[config.mk]
export PLATFORM = sky130hd
export DESIGN_NAME = cache_arbiter_flat
export DESIGN_NICKNAME = d
export VERILOG_FILES = /design/src/rtl/cache_arbiter_pkg.sv /design/src/rtl/cache_arbiter_if.sv /design/src/rtl/cache_arbiter.sv /design/src/flat_wrapper.sv
export SDC_FILE = /design/constraint.sdc
export NUM_CORES = 1
export LEC_CHECK = 0
export ABC_CLOCK_PERIOD_IN_PS = 1850
export CORE_AREA = 2 2 537 539
export DETAILED_ROUTE_END_ITERATION = 6
export DIE_AREA = 0 0 539 541
export HOLD_SLACK_MARGIN = 0.1
export PLACE_DENSITY = 0.3
export SYNTH_ARGS = -nofsm -noshare
export SYNTH_HDL_FRONTEND = slang
export SYNTH_SLANG_ARGS = --single-unit
[constraint.sdc]
create_clock -name clk -period 1.85 [get_ports clk]
set_input_delay 0.185 -clock clk [delete_from_list [all_inputs] [get_ports clk]]
set_output_delay 0.185 -clock clk [all_outputs]
set_load 0.005 [all_outputs]
[src/rtl/cache_arbiter_pkg.sv]
// Shared cache types and defaults used by the arbiter, its bus interface and the bench.
// Line geometry is 32-byte lines, so the low five address bits never reach memory.
package cache_arbiter_pkg;

   localparam int LINE_WIDTH_DEF = 256;
   localparam int ADDR_WIDTH_DEF = 32;
   localparam int LINE_OFFSET_W  = 5;

   typedef enum logic [1:0] {
      IDLE,
      SERVE_I,
      SERVE_D,
      RECOVER
   } arb_state_e;

   typedef enum logic {
      GNT_I,
      GNT_D
   } grant_e;

   typedef enum logic {
      OP_READ,
      OP_WRITE
   } pmem_op_e;

endpackage

[src/rtl/cache_arbiter_if.sv]
// Bus bundle between the two L1 caches, the arbiter and the cacheline adaptor.
// The arbiter uses the slave view; whatever drives the caches and memory uses master.
interface cache_arbiter_if
   import cache_arbiter_pkg::*;
#(
   parameter int LINE_WIDTH = LINE_WIDTH_DEF,
   parameter int ADDR_WIDTH = ADDR_WIDTH_DEF
) ();

   logic                  i_read;
   logic [ADDR_WIDTH-1:0] i_addr;
   logic [LINE_WIDTH-1:0] i_rdata;
   logic                  i_resp;

   logic                  d_read;
   logic                  d_write;
   logic [ADDR_WIDTH-1:0] d_addr;
   logic [LINE_WIDTH-1:0] d_wdata;
   logic [LINE_WIDTH-1:0] d_rdata;
   logic                  d_resp;

   logic                  pmem_read;
   logic                  pmem_write;
   logic [ADDR_WIDTH-1:0] pmem_addr;
   logic [LINE_WIDTH-1:0] pmem_wdata;
   logic [LINE_WIDTH-1:0] pmem_rdata;
   logic                  pmem_resp;

   modport slave (
      input  i_read, i_addr,
      input  d_read, d_write, d_addr, d_wdata,
      input  pmem_rdata, pmem_resp,
      output i_rdata, i_resp,
      output d_rdata, d_resp,
      output pmem_read, pmem_write, pmem_addr, pmem_wdata
   );

   modport master (
      output i_read, i_addr,
      output d_read, d_write, d_addr, d_wdata,
      output pmem_rdata, pmem_resp,
      input  i_rdata, i_resp,
      input  d_rdata, d_resp,
      input  pmem_read, pmem_write, pmem_addr, pmem_wdata
   );

endinterface

[src/rtl/cache_arbiter.sv]
// Arbitrates icache fills and dcache fills/writebacks onto one cacheline adaptor,
// alternating grants on contention; memory strobes come only from latched registers.
module cache_arbiter
   import cache_arbiter_pkg::*;
#(
   parameter int LINE_WIDTH = LINE_WIDTH_DEF,
   parameter int ADDR_WIDTH = ADDR_WIDTH_DEF
) (
   input  logic            clk,
   input  logic            rst,
   cache_arbiter_if.slave  bus
);

   arb_state_e            state_q, state_d;
   grant_e                last_grant_q, last_grant_d;
   pmem_op_e              op_q, op_d;
   logic [ADDR_WIDTH-1:0] addr_q, addr_d;
   logic [LINE_WIDTH-1:0] wdata_q, wdata_d;

   logic d_req;
   logic grant_i;
   logic serving;

   assign d_req   = bus.d_read | bus.d_write;
   // icache wins alone, or on a tie when the dcache had the previous grant
   assign grant_i = bus.i_read & (~d_req | (last_grant_q == GNT_D));
   assign serving = (state_q == SERVE_I) || (state_q == SERVE_D);

   always_comb begin
      state_d      = state_q;
      last_grant_d = last_grant_q;
      op_d         = op_q;
      addr_d       = addr_q;
      wdata_d      = wdata_q;
      bus.i_resp   = 1'b0;
      bus.i_rdata  = '0;
      bus.d_resp   = 1'b0;
      bus.d_rdata  = '0;

      unique case (state_q)
         IDLE: begin
            if (grant_i) begin
               state_d      = SERVE_I;
               last_grant_d = GNT_I;
               op_d         = OP_READ;
               addr_d       = bus.i_addr;
               addr_d[LINE_OFFSET_W-1:0] = '0;
            end else if (d_req) begin
               state_d      = SERVE_D;
               last_grant_d = GNT_D;
               op_d         = bus.d_write ? OP_WRITE : OP_READ;
               addr_d       = bus.d_addr;
               addr_d[LINE_OFFSET_W-1:0] = '0;
               wdata_d      = bus.d_wdata;
            end
         end
         SERVE_I: begin
            if (bus.pmem_resp) begin
               bus.i_resp  = 1'b1;
               bus.i_rdata = bus.pmem_rdata;
               state_d     = RECOVER;
            end
         end
         SERVE_D: begin
            if (bus.pmem_resp) begin
               bus.d_resp  = 1'b1;
               bus.d_rdata = bus.pmem_rdata;
               state_d     = RECOVER;
            end
         end
         // one dead cycle so the finished requester can drop its request
         RECOVER: state_d = IDLE;
         default: state_d = IDLE;
      endcase
   end

   assign bus.pmem_read  = serving && (op_q == OP_READ);
   assign bus.pmem_write = serving && (op_q == OP_WRITE);
   assign bus.pmem_addr  = addr_q;
   assign bus.pmem_wdata = wdata_q;

   always_ff @(posedge clk) begin
      if (rst) begin
         state_q      <= IDLE;
         last_grant_q <= GNT_D;
         op_q         <= OP_READ;
         addr_q       <= '0;
         wdata_q      <= '0;
      end else begin
         state_q      <= state_d;
         last_grant_q <= last_grant_d;
         op_q         <= op_d;
         addr_q       <= addr_d;
         wdata_q      <= wdata_d;
      end
   end

endmodule

[src/flat_wrapper.sv]
// flat-port wrapper written by rule: the top's interface ports become plain ports
module cache_arbiter_flat import cache_arbiter_pkg::*;
#(
   parameter int LINE_WIDTH = LINE_WIDTH_DEF,
   parameter int ADDR_WIDTH = ADDR_WIDTH_DEF
)
  (clk, rst, bus_i_read, bus_i_addr, bus_d_read, bus_d_write, bus_d_addr, bus_d_wdata, bus_pmem_rdata, bus_pmem_resp, bus_i_rdata, bus_i_resp, bus_d_rdata, bus_d_resp, bus_pmem_read, bus_pmem_write, bus_pmem_addr, bus_pmem_wdata);
  cache_arbiter_if #(.LINE_WIDTH(LINE_WIDTH), .ADDR_WIDTH(ADDR_WIDTH)) bus_i ();
  input  logic clk;
  input  logic rst;
  input wire logic [$bits(bus_i.i_read)-1:0] bus_i_read;
  input wire logic [$bits(bus_i.i_addr)-1:0] bus_i_addr;
  input wire logic [$bits(bus_i.d_read)-1:0] bus_d_read;
  input wire logic [$bits(bus_i.d_write)-1:0] bus_d_write;
  input wire logic [$bits(bus_i.d_addr)-1:0] bus_d_addr;
  input wire logic [$bits(bus_i.d_wdata)-1:0] bus_d_wdata;
  input wire logic [$bits(bus_i.pmem_rdata)-1:0] bus_pmem_rdata;
  input wire logic [$bits(bus_i.pmem_resp)-1:0] bus_pmem_resp;
  output wire logic [$bits(bus_i.i_rdata)-1:0] bus_i_rdata;
  output wire logic [$bits(bus_i.i_resp)-1:0] bus_i_resp;
  output wire logic [$bits(bus_i.d_rdata)-1:0] bus_d_rdata;
  output wire logic [$bits(bus_i.d_resp)-1:0] bus_d_resp;
  output wire logic [$bits(bus_i.pmem_read)-1:0] bus_pmem_read;
  output wire logic [$bits(bus_i.pmem_write)-1:0] bus_pmem_write;
  output wire logic [$bits(bus_i.pmem_addr)-1:0] bus_pmem_addr;
  output wire logic [$bits(bus_i.pmem_wdata)-1:0] bus_pmem_wdata;
  assign bus_i.i_read = bus_i_read;
  assign bus_i.i_addr = bus_i_addr;
  assign bus_i.d_read = bus_d_read;
  assign bus_i.d_write = bus_d_write;
  assign bus_i.d_addr = bus_d_addr;
  assign bus_i.d_wdata = bus_d_wdata;
  assign bus_i.pmem_rdata = bus_pmem_rdata;
  assign bus_i.pmem_resp = bus_pmem_resp;
  assign bus_i_rdata = bus_i.i_rdata;
  assign bus_i_resp = bus_i.i_resp;
  assign bus_d_rdata = bus_i.d_rdata;
  assign bus_d_resp = bus_i.d_resp;
  assign bus_pmem_read = bus_i.pmem_read;
  assign bus_pmem_write = bus_i.pmem_write;
  assign bus_pmem_addr = bus_i.pmem_addr;
  assign bus_pmem_wdata = bus_i.pmem_wdata;
  cache_arbiter #(.LINE_WIDTH(LINE_WIDTH), .ADDR_WIDTH(ADDR_WIDTH)) u_core (.clk(clk), .rst(rst), .bus(bus_i));
endmodule
Word level (Yosys, flattened, before mapping). Index checks and enable logic that the tools add are counted. W data, S select, Z words.

Equal/unequal tests: 5. Multiplexer cells: 17. Bitwise logic cells: 6. Reductions and logical operators: 9.

Operator list (count): $mux W256 (3); $mux W32 (2); $mux W1 (8); $mux W2 (3); $pmux W2 S3 (1); $eq A2 B2 Y1 const B (2); $reduce_and A2 Y1 (2); $ne A3 B1 Y1 const B (1); $not A1 Y1 (3); $reduce_and A3 Y1 (1); $eq A2 B1 Y1 const B (1); $logic_and A1 B1 Y1 (2); $logic_not A2 Y1 (1); $ne A2 B1 Y1 const B (1); $or A1 B1 Y1 (2); $reduce_bool A2 Y1 (1); $reduce_or A2 Y1 (1); $and A1 B1 Y1 (1); $logic_or A1 B1 Y1 (1).

Bits in registers: 292. Input bits: 582. Output and inout bits: 804. Logic and storage cells: 42.

Longest topological paths before layout.
Word-level depth: 6. Gate-level depth with buffers: 7. Mapped depth without buffers: 5.

Worst setup path before layout. No wires, ideal clock.

Kind: register to register. Start point: register u_core.state_q[0]. End point: register u_core.wdata_q[235], in the netlist u_core.bus.pmem_wdata[235]. Library setup time: 0.132 ns. Arrival: 1.375 ns. Required time: 1.718 ns. Path slack: 0.343 ns. Cell stages (with the launch flop): 8. Buffers on the path: 2. Clock period less this slack: 1.507 ns. Path through: dfxtp_1 inv_1 ha_1 a21bo_4 buf_2 buf_2 o21ai_0 a21oi_1.

Word-level cells in the longest chain between the ends: 2.

Ends and longest elaborated chain: start, declared (line cache_arbiter.sv:14) `arb_state_e state_q, state_d;`; start signal, assigned (line cache_arbiter.sv:90) `state_q <= state_d;`; $logic_not A2 Y1 (line cache_arbiter.sv:40) `unique case (state_q)`; $reduce_and A3 Y1 (no source line); end signal, assigned (line cache_arbiter.sv:94) `wdata_q <= wdata_d;`; end, declared (line cache_arbiter.sv:18) `logic [LINE_WIDTH-1:0] wdata_q, wdata_d;`.

Every way passes these cells. A chain may end at the register's enable or synchronous reset.

Worst setup path in the final report.
Start point: register u_core.state_q[1]. End point: output bus_d_rdata[226].

Word-level cells in the longest chain between the ends: 2.

Ends and longest elaborated chain: $eq A2 B2 Y1 (line cache_arbiter.sv:40); $mux W256 (line cache_arbiter.sv:40); end, declared (line flat_wrapper.sv:21) `output wire logic [$bits(bus_i.d_rdata)-1:0] bus_d_rdata;`.

Every way passes these cells.

==> impl_metrics.yaml <==
status:
  status: "complete, but fails checks"
  violations: "negative setup slack"
global_routing:
  grt_pass1_wl_um: 293300
  grt.total_usage: 0.1575
  antenna_found_initial: 119
  grt_max_degree: 120
  grt_overflow: 0
  grt_pass1_vias: 23240
synth:
  synthArstFlopShare: 0
  syn-cell-area_mm2: 0.01499
  synthFlopType: "dfxtp_1"
  yosysMostFrequentCell: "and3_1"
  ys_warn_count: 0
  synth_common_cells: "512 x and3_1, 298 x o21ai_0, 287 x dfxtp_1"
  yosys-top-cells-area: "dfxtp_1 38%, and3_1 21%, o21ai_0 10%, nand3_1 9.5%, a21oi_1 8.5%"
  ys_seq_elements: 287
  synth_top_area_share: 0.3834
  synth.avg_cell_area_um2: 7.535
  ys_seq_area_frac: 0.3834
  syn_inst: 1989
  yosysTopAreaCell: "dfxtp_1"
  synth_edf_count: 0
  synth.distinct_cells: 34
clocking:
  cts_tree: "done"
  clkTransAtPathRegs_ns: 0.07
  clk_path_buf_depth: 3
  cts_root_buf: "clkbuf_16"
  clkSinkCount: 287
  htreeDepth: 2
  clk_latency_ns: 0.63
  cts-buffers-inserted: 38
sta:
  finalHoldViolCount: 0
  whs_ns: 0.1628
  setup-violations-final: 517
  slew_headroom: 0.5085
  rsz0062_at_grt: "yes"
  setup_ws_ns: -0.7007
  fmax_ghz: 0.3920
  final-max-slew-violation-count: 0
  tightest_slew_ns: 0.7349
  clock_skew_ns: 0.03747
  layout_min_cycle_time_ns: 2.551
  fin_crit_sh: 1.379
worst_setup_path:
  path_buf_inv: 8
  crit_chain: "buf_6 -> ha_4 -> buf_12 -> buf_16 -> buf_12 -> buf_12 -> buf_16 -> buf_6 -> and3_4 -> buf_6"
  required_ns: 1.66
  cp-start-kind: "register"
  crit_end: "bus_d_rdata[226]"
  r2r-start: "u_core.state_q[1]"
  slowest_stage: "dfxtp_4"
  path_max_fanout: 7
  rr_worst_depth: 8
  path_depth: 10
  cp.arrival_ns: 2.37
  critPathKind: "reg -> out"
  critPathTopFamily: "buffers and inverters"
  crit_start: "u_core.state_q[1]"
  endpoint_kind: "output port"
  rrSetupSlack_ns: -0.04
  critPathMaxStageDelay_ns: 0.35
  rr_endpoint: "u_core.bus.pmem_wdata[146]"
die:
  num_rows: 197
  start_util: 0.05233
  die-area_mm2: 0.2916
  coreArea_mm2: 0.2864
  die_w_um: 539
  io_pins: 1386
  die_h_um: 541
route:
  initialDrtViolationCount: 1457
  drt_pre_antenna_iters: 5
  post_drt_wl_per_cell_um: 33.32
  drc_errors: 0
  vias_per_cell: 3.200
  finalWirelength_um: 246700
  via_count: 23690
  final_antenna_net_count: 0
final_layout:
  final_cell_count_no_fill: 7405
  nets: 4145
  drive_gt1_frac: 0.3531
  area_growth_syn_to_layout_pct: 184.3
  post-route-util: 0.1488
job:
  cap_violations: 0
place:
  io_buffers: 1370
  hpwl_um: 207700
  placed_cells: 7100
  gp_congestion: 0.8893
power:
  cellLeakagePower_uw: 0.01888
  power.density_mw_per_mm2: 1080
  total_power_uw: 46020
  irDropWorstVdd_v: 0.0006156
min_path:
  min_path_type: "in -> reg"
==> cell usage in the layout, fill, tap and decap left out, drive strengths merged, types with 2 or more instances in the layout <==
cell and instances:
and2 3, clkdlybuf4s50 724, clkbuf 132, buf 755, clkdlybuf4s15 11, nor2b 2, and3 512, conb 5
ha 4, clkinv 6, bufinv 3, a21boi 2, a31oi 28, diode 41, nor2 3, o21ai 312
inv 7, dlygate4sd3 50, clkinvlp 4, nand3 284, dlymetal6s2s 182, a21oi 256, dfxtp 287
==> repair_timing <==
action                                  4_1_cts  5_1_grt
resized for setup                           756     1001
gates cloned                                 20       30
endpoints found under the setup margin      682      667
hold endpoints to repair                     79        0
pin swaps                                     8       22
setup buffers                                45       81
hold buffers                                 50        0
==> area by class of cell <==
class	count	area, um^2
Antenna cell	41	102.6
Sequential cell	287	5753
Inverter	5	26.28
Multi-Input combinational cell	1422	9635
Tap cell	3781	4731
Clock buffer	49	1062
Timing Repair Buffer	1805	21080
Clock inverter	15	215.2
Fill cell	32490	243800
==> per-layer routing <==
| layer | track usage | vias to the layer above | part of all wire |
|---|---|---|---|
| met3 | 0.07207 | 267 | 0.11 |
| met4 | 0.03169 | 10 | 0.025 |
| met5 | 0 | - | 0.00025 |
| li1 | - | 10450 | - |
| met1 | 0.1943 | 11620 | 0.42 |
| met2 | 0.2494 | 1346 | 0.44 |
==> report_power, final <==
| group | total [uW] | internal (uW) | switching, uW |
|---|---|---|---|
| clock | 7910 | 4510 | 3410 |
| combinational | 29700 | 14900 | 14800 |
| sequential | 8440 | 7610 | 829 |
| total | 46000 | 27000 | 19000 |
==> kinds of logic after synthesis <==
kind of cell | count (synthesis) | synth area share
AOI/OAI and AO/OA | 606 | 0.2086
DFF | 287 | 0.3834
other | 1 | 0.0002502
muxes | 1 | 0.0006679
adders and majority gates | 4 | 0.003340
and+or+nand+nor | 806 | 0.3127
buffers and inverters | 284 | 0.09100
==> through the flow <==
step / TNS [ns] / instance area, um^2 / setup WS (ns)
after floorplan: 0 / 15000 / 0.3427
after global placement: -76.64 / 36010 / -0.3823
after detailed placement: -77.16 / 36010 / -0.4037
after CTS: -358.69 / 39240 / -0.8227
after global routing: -293.67 / 42560 / -0.7977
final: -240.78 / 42600 / -0.7007
==> flip-flops by register name, summed over array words and instances, names as in the netlist <==
register,cells
u_core.bus.pmem_addr,27
u_core.last_grant_q,1
u_core.op_q,1
u_core.state_q,2
u_core.bus.pmem_wdata,256
==> worst min-delay path, stage by stage <==
cell and delay, ns:
clkdlybuf4s50_1 0.41, nand3_1 0.08, a21oi_1 0.06
==> how the worst min path moves through the flow <==
stage | startpoint | end | slack (ns) | cells after the start
floorplan | bus_d_wdata[0] | u_core.bus.pmem_wdata[0] | 0.33 | 2
detailed placement | u_core.bus.pmem_wdata[29] | u_core.bus.pmem_wdata[29] | 0.47 | 2
finish | bus_d_wdata[81] | u_core.bus.pmem_wdata[81] | 0.16 | 3
CTS | bus_d_wdata[56] | u_core.bus.pmem_wdata[56] | 0.10 | 3
global placement | u_core.bus.pmem_wdata[51] | u_core.bus.pmem_wdata[51] | 0.46 | 2
global route | bus_d_wdata[46] | u_core.bus.pmem_wdata[46] | 0.12 | 3
Note: power is estimated with default switching activity, not from simulation.
